<file path="config.mk">
export PLATFORM = sky130hd
export DESIGN_NAME = regfile_2r1w_flat
export DESIGN_NICKNAME = d
export VERILOG_FILES = /design/src/rtl/regfile_pkg.sv /design/src/rtl/regfile_2r1w_if.sv /design/src/rtl/regfile_rport.sv /design/src/rtl/regfile_2r1w.sv /design/src/flat_wrapper.sv
export SDC_FILE = /design/constraint.sdc
export NUM_CORES = 2
export LEC_CHECK = 0
export BUFFER_PORTS_ARGS = -buffer_cell sky130_fd_sc_hd__clkbuf_2
export CORE_MARGIN = 2
export CORE_UTILIZATION = 40
export DETAILED_ROUTE_END_ITERATION = 10
export PLACE_DENSITY = 0.52
export SLEW_MARGIN = 10
export SYNTH_ARGS = -nofsm -noshare
export SYNTH_HDL_FRONTEND = slang
export SYNTH_SLANG_ARGS = --single-unit
export TNS_END_PERCENT = 5
</file>
<file path="constraint.sdc">
create_clock -name clk -period 51 [get_ports clk]
set_input_delay 15.3 -clock clk [delete_from_list [all_inputs] [get_ports clk]]
set_output_delay 15.3 -clock clk [all_outputs]
set_load 0.03 [all_outputs]
</file>
<file path="src/rtl/regfile_pkg.sv">
// Shared defaults and helpers for the two-read / one-write register file.
// Imported by regfile_2r1w_if, regfile_rport and regfile_2r1w.
package regfile_pkg;

    localparam int REGFILE_WIDTH_DEF = 32;
    localparam int REGFILE_DEPTH_DEF = 32;

    // Ceiling log2, used to size addresses from DEPTH (DEPTH=2 gives 1).
    function automatic int clog2(input int value);
        int result;
        int v;
        result = 0;
        v      = value - 1;
        while (v > 0) begin
            result = result + 1;
            v      = v >> 1;
        end
        return result;
    endfunction

endpackage

</file>
<file path="src/rtl/regfile_2r1w_if.sv">
// Bus bundle for regfile_2r1w: one write port, two read ports and the
// written bitmap.
//
// Port semantics: there is no backpressure. A write is taken on every
// rising edge where we=1. A read is launched on every rising edge where
// re_x=1, and rdata_x shows the result right after that edge. When re_x=0,
// rdata_x keeps its last value.
interface regfile_2r1w_if
    import regfile_pkg::*;
#(
    parameter int WIDTH = REGFILE_WIDTH_DEF,
    parameter int DEPTH = REGFILE_DEPTH_DEF
) ();
    localparam int AW = clog2(DEPTH);

    logic             we;
    logic [AW-1:0]    waddr;
    logic [WIDTH-1:0] wdata;
    logic             re_a;
    logic [AW-1:0]    raddr_a;
    logic [WIDTH-1:0] rdata_a;
    logic             re_b;
    logic [AW-1:0]    raddr_b;
    logic [WIDTH-1:0] rdata_b;
    logic [DEPTH-1:0] written;

    // Requester side: drives writes and read requests.
    modport master (
        output we, waddr, wdata,
        output re_a, raddr_a, re_b, raddr_b,
        input  rdata_a, rdata_b, written
    );

    // Register file side.
    modport slave (
        input  we, waddr, wdata,
        input  re_a, raddr_a, re_b, raddr_b,
        output rdata_a, rdata_b, written
    );
endinterface

</file>
<file path="src/rtl/regfile_rport.sv">
// One registered read port: it selects the addressed register, forwards
// same-edge write data (write-first), and holds its output while disabled.
module regfile_rport
    import regfile_pkg::*;
#(
    parameter int               WIDTH = REGFILE_WIDTH_DEF,
    parameter int               DEPTH = REGFILE_DEPTH_DEF,
    parameter logic [WIDTH-1:0] INIT  = '0,
    localparam int              AW    = clog2(DEPTH)
) (
    input  logic                        clk,
    input  logic                        rst,
    input  logic                        re,
    input  logic [AW-1:0]               raddr,
    input  logic [DEPTH-1:0][WIDTH-1:0] regs,
    // we must already be qualified: a write that will be discarded must not be forwarded.
    input  logic                        we,
    input  logic [AW-1:0]               waddr,
    input  logic [WIDTH-1:0]            wdata,
    output logic [WIDTH-1:0]            rdata
);

    logic [WIDTH-1:0] rdata_q;
    logic [WIDTH-1:0] rdata_d;

    // Next read data: hold when disabled, forward a colliding write, otherwise read the array.
    always_comb begin
        rdata_d = rdata_q;
        if (re) begin
            if (we && (waddr == raddr)) begin
                rdata_d = wdata;
            end else begin
                rdata_d = regs[raddr];
            end
        end
    end

    // Output register; reset loads INIT so the port never shows X.
    always_ff @(posedge clk or posedge rst) begin
        if (rst) begin
            rdata_q <= INIT;
        end else begin
            rdata_q <= rdata_d;
        end
    end

    assign rdata = rdata_q;

endmodule

</file>
<file path="src/rtl/regfile_2r1w.sv">
// Two-read / one-write register file with registered read ports and a
// per-register "written since reset" bitmap.
// Optional macro REGFILE_ZERO_REG_EN makes register 0 a constant zero. Writes
// to address 0 are then dropped, never forwarded and never marked written.
module regfile_2r1w
    import regfile_pkg::*;
#(
    parameter int               WIDTH = REGFILE_WIDTH_DEF,
    parameter int               DEPTH = REGFILE_DEPTH_DEF,
    parameter logic [WIDTH-1:0] INIT  = '0
) (
    input logic           clk,
    input logic           rst,
    regfile_2r1w_if.slave bus
);

    localparam int AW = clog2(DEPTH);

    logic [DEPTH-1:0][WIDTH-1:0] regs_q;
    logic [DEPTH-1:0][WIDTH-1:0] regs_d;
    logic [DEPTH-1:0]            written_q;
    logic [DEPTH-1:0]            written_d;
    logic                        wr_en;
    logic [WIDTH-1:0]            rdata_a;
    logic [WIDTH-1:0]            rdata_b;

    // Qualify the write; with the zero register, address 0 is never writable.
    always_comb begin
        wr_en = bus.we;
`ifdef REGFILE_ZERO_REG_EN
        if (bus.waddr == AW'(0)) begin
            wr_en = 1'b0;
        end
`else
`endif
    end

    // Next array contents and written bitmap; bits only ever set here.
    always_comb begin
        regs_d    = regs_q;
        written_d = written_q;
        if (wr_en) begin
            regs_d[bus.waddr]    = bus.wdata;
            written_d[bus.waddr] = 1'b1;
        end
    end

    // Storage and bitmap; asynchronous reset overrides any write on the same edge.
    always_ff @(posedge clk or posedge rst) begin
        if (rst) begin
            regs_q    <= {DEPTH{INIT}};
`ifdef REGFILE_ZERO_REG_EN
            regs_q[0] <= '0;
`else
`endif
            written_q <= '0;
        end else begin
            regs_q    <= regs_d;
            written_q <= written_d;
        end
    end

    regfile_rport #(
        .WIDTH (WIDTH),
        .DEPTH (DEPTH),
        .INIT  (INIT)
    ) u_rport_a (
        .clk   (clk),
        .rst   (rst),
        .re    (bus.re_a),
        .raddr (bus.raddr_a),
        .regs  (regs_q),
        .we    (wr_en),
        .waddr (bus.waddr),
        .wdata (bus.wdata),
        .rdata (rdata_a)
    );

    regfile_rport #(
        .WIDTH (WIDTH),
        .DEPTH (DEPTH),
        .INIT  (INIT)
    ) u_rport_b (
        .clk   (clk),
        .rst   (rst),
        .re    (bus.re_b),
        .raddr (bus.raddr_b),
        .regs  (regs_q),
        .we    (wr_en),
        .waddr (bus.waddr),
        .wdata (bus.wdata),
        .rdata (rdata_b)
    );

    assign bus.rdata_a = rdata_a;
    assign bus.rdata_b = rdata_b;
    assign bus.written = written_q;

endmodule

</file>
<file path="src/flat_wrapper.sv">
// flat-port wrapper written by rule: the top's interface ports become plain ports
module regfile_2r1w_flat import regfile_pkg::*;
#(
    parameter int               WIDTH = REGFILE_WIDTH_DEF,
    parameter int               DEPTH = REGFILE_DEPTH_DEF,
    parameter logic [WIDTH-1:0] INIT  = '0
)
  (clk, rst, bus_we, bus_waddr, bus_wdata, bus_re_a, bus_raddr_a, bus_re_b, bus_raddr_b, bus_rdata_a, bus_rdata_b, bus_written);
  regfile_2r1w_if #(.WIDTH(WIDTH), .DEPTH(DEPTH)) bus_i ();
  input logic clk;
  input logic rst;
  input wire logic [$bits(bus_i.we)-1:0] bus_we;
  input wire logic [$bits(bus_i.waddr)-1:0] bus_waddr;
  input wire logic [$bits(bus_i.wdata)-1:0] bus_wdata;
  input wire logic [$bits(bus_i.re_a)-1:0] bus_re_a;
  input wire logic [$bits(bus_i.raddr_a)-1:0] bus_raddr_a;
  input wire logic [$bits(bus_i.re_b)-1:0] bus_re_b;
  input wire logic [$bits(bus_i.raddr_b)-1:0] bus_raddr_b;
  output wire logic [$bits(bus_i.rdata_a)-1:0] bus_rdata_a;
  output wire logic [$bits(bus_i.rdata_b)-1:0] bus_rdata_b;
  output wire logic [$bits(bus_i.written)-1:0] bus_written;
  assign bus_i.we = bus_we;
  assign bus_i.waddr = bus_waddr;
  assign bus_i.wdata = bus_wdata;
  assign bus_i.re_a = bus_re_a;
  assign bus_i.raddr_a = bus_raddr_a;
  assign bus_i.re_b = bus_re_b;
  assign bus_i.raddr_b = bus_raddr_b;
  assign bus_rdata_a = bus_i.rdata_a;
  assign bus_rdata_b = bus_i.rdata_b;
  assign bus_written = bus_i.written;
  regfile_2r1w #(.WIDTH(WIDTH), .DEPTH(DEPTH), .INIT(INIT)) u_core (.clk(clk), .rst(rst), .bus(bus_i));
endmodule
</file>
==> results.md <==
- Status: complete, no violations
- Placement Rows: 140
- Min Hold Slack: 0.462 ns
- Postcts setup bufs: 0
- DRT antenna net count: 0
- Post-layout min period: 18.97 ns
- Top Ports: between 100 and 150
- Mux contribution to synthesized area: 40.1%
- Mean post-synth cell area: 14.6 um2
- Largest net degree at the start of global routing: 154
- Initial antenna violation count: 13
- Die height: approximately 390 um
- DR WL met2: 94200 um
- Slew HR: between 15 and 20%
- First-pass GRT wire length: 299000 um
- CORE AREA: 0.146 mm2
- CP startpoint kind: primary input
- Synth unique cells: 62
- Sequential cell area fraction in the yosys report: roughly 48%
- Clock Skew: 0.0285 ns
- DRC: 0
- Top layer in use: met5
- Clk root buf: clkbuf_16
- IO buf count: 147
- Maxcap violations: 0
- Simple-gate portion of the synthesized area: 3.42%
- Full die area: 0.150 mm2
- WL met1: 94100 um
- Maximum fanout along the worst path: 65
- F_max: 0.0527 GHz
- Largest area contributor in the netlist: dfrtp_1
- Synth Register Bits: about 1100
- CP arrival: ~20 ns
- Post-CTS sizing: 0
- GRT Total Usage: 27.8%
- Clock transition at path regs: about 0.06 ns
- Syn nets: around 4100
- Cts hold-fix bufs: 0
- Share of post-route cells with drive strength above 1: 47.2%
- TNS Setup: 0 ns
- Critical path class: primary input to register
- Clock net sink count: 1120
- Hold Crit Depth: 1
- Synthesis Warnings: 0
- Reg2reg path depth: 5
- Synth async-reset ratio: 100%
- Power Total: 2.69 mW
- Leak: roughly 28 nW
- Gpl congestion: 0.788
- Crit end category: register
- PD cells: between 40 and 50 mW/mm2
- Worst Hold Class: register to register
- HPWL after detailed placement: 115000 um
- Final period util: 37.2%
- Post-synth EDFFs: 0
- DR vias: 38000
- Total wire length: 208000 um
- Top-count cell post-synth: dfrtp_1
- Later-pin clock latency in the skew report: 0.78 ns
- Synth Area in Compound Gates: 5.14%
- CTS tree: yes
- Vias per inst: 6.33
- WP data required: 51.66 ns
- Initial Util: 40.3%
- Final hold vios: 0
- Drt pass-1 iters: 5
- Total grt overflow: 0
- Post-synth top area share: 47.8%
- Largest family of logic cells by synthesized area: multiplexers
- Ranking of synthesized cells by area: dfrtp_1 48%, mux2_2 18%, mux4_2 18%
- Unrepaired setup endpoints after global routing: false
- Met3 WL: 12900 um
- Synth Instances: about 4000
- Final Max Tran Viols: 0
- Mapped Area: 0.0586 mm2
- Top_reg_cell synth: dfrtp_1
- Max rail drop VDD: 0.0293 mV
- Vias in the first global route: slightly below 40000
- Synth Area in XOR/XNOR: less than 1%
- Synth Area in Adders: 0%
- Nets: ~4000
- DIE WIDTH: about 390 um
- # setup viols final: 0
- Reg2reg setup slack: 48.91 ns
- Max Root-Sink Buffers: 3
- Area growth from synthesis to layout: 11.4%
- Routed wire per std cell: 34.6 um
- Leading post-synthesis cells by instance count: 1120 x dfrtp_1, 945 x mux2_2, 467 x mux4_2
- Worst-Margin Slew: 1.27 ns
- CTS buffer count: approximately 130
- H-Tree Depth: 4
- Initial drt markers: 3404
worst max-delay path: stages:
cell and delay (ns):
buf_8 0.44, buf_4 0.60, buf_4 0.87, buf_4 0.76, mux4_2 0.42, mux4_2 0.50
nor2_1 0.12, a31oi_1 0.06, a221o_1 0.32
final cells by class:
cell class	count	area (um2)
Clock buffer	201	3990
Timing Repair Buffer	236	1520
Inverter	13	58.8
Clock inverter	36	357
Sequential cell	1120	28000
Antenna cell	5	12.5
Fill cell	13000	80300
Multi-Input combinational cell	2470	28900
Tap cell	1917	2400
sequential cells by signal (all words and copies together), names as in the netlist:
signal,flops
u_core.u_rport_a.rdata,32
u_core.regs_q,1024
u_core.bus.written,32
u_core.u_rport_b.rdata,32
per-layer routing:
layer,vias up,track usage [%]
met4,6,9.11
met5,-,0
met2,1375,42.0
met1,20900,40.8
li1,15400,-
met3,326,4.69
report_power, final:
group	switching [mW]	internal, mW
sequential	0.133	1.06
clock	0.396	0.561
combinational	0.236	0.304
placed cells by master (no fill, tap or decap), types with 6 or more instances in the layout:
cell type / n
mux4_2: 467
a2111o_1: 21
nor2b_1: 95
and2_1: 9
o211ai_1: 14
clkbuf_8: 32
a211oi_1: 52
nor3b_1: 6
clkbuf_1: 32
or2_2: 22
clkinv_2: 18
dfrtp_1: 1120
mux2i_1: 234
o21ai_0: 91
nor3_1: 12
mux2_2: 945
a221o_1: 6
o21ai_1: 16
a21oi_1: 48
nor2_4: 19
nand2_4: 16
nor2_1: 26
a221oi_1: 77
nand3_1: 19
inv_1: 10
xnor2_1: 9
clkbuf_2: 136
buf_4: 87
nand2_1: 120
o32a_1: 7
a22oi_1: 42
inv_6: 8
clkbuf_16: 137
nand2b_1: 23
final timing paths:
kind / startpoint / endpoint
max in group asynchronous: rst / u_core.regs_q[704]
worst max-delay path: bus_raddr_b[1] / u_core.u_rport_b.rdata[28]
worst min-delay path: u_core.bus.written[31] / u_core.bus.written[31]
worst min register to register: u_core.bus.written[31] / u_core.bus.written[31]
min in group asynchronous: rst / u_core.regs_q[734]
worst max register to register: u_core.regs_q[676] / u_core.u_rport_a.rdata[4]
kinds of logic after synthesis:
kind of cell	Yosys count
flip-flops	1120
AO/OA/AOI/OAI	419
XOR/XNOR	10
multiplexers	1646
buffers and inverters	430
AND/OR/NAND/NOR	395
through the flow:
step                      cell area, um2  utilization, %  setup WS (ns)  instances
after CTS                          65300            44.8          32.09       5993
after floorplan                    58600               -           4.16       4020
after global placement             60900            41.8          31.22       5756
final                              65300            44.8          32.03       5998
after global routing               65300            44.8          31.67       5997
after detailed placement           60900            41.8          31.24       5756
(Power assumes the default switching activity.)
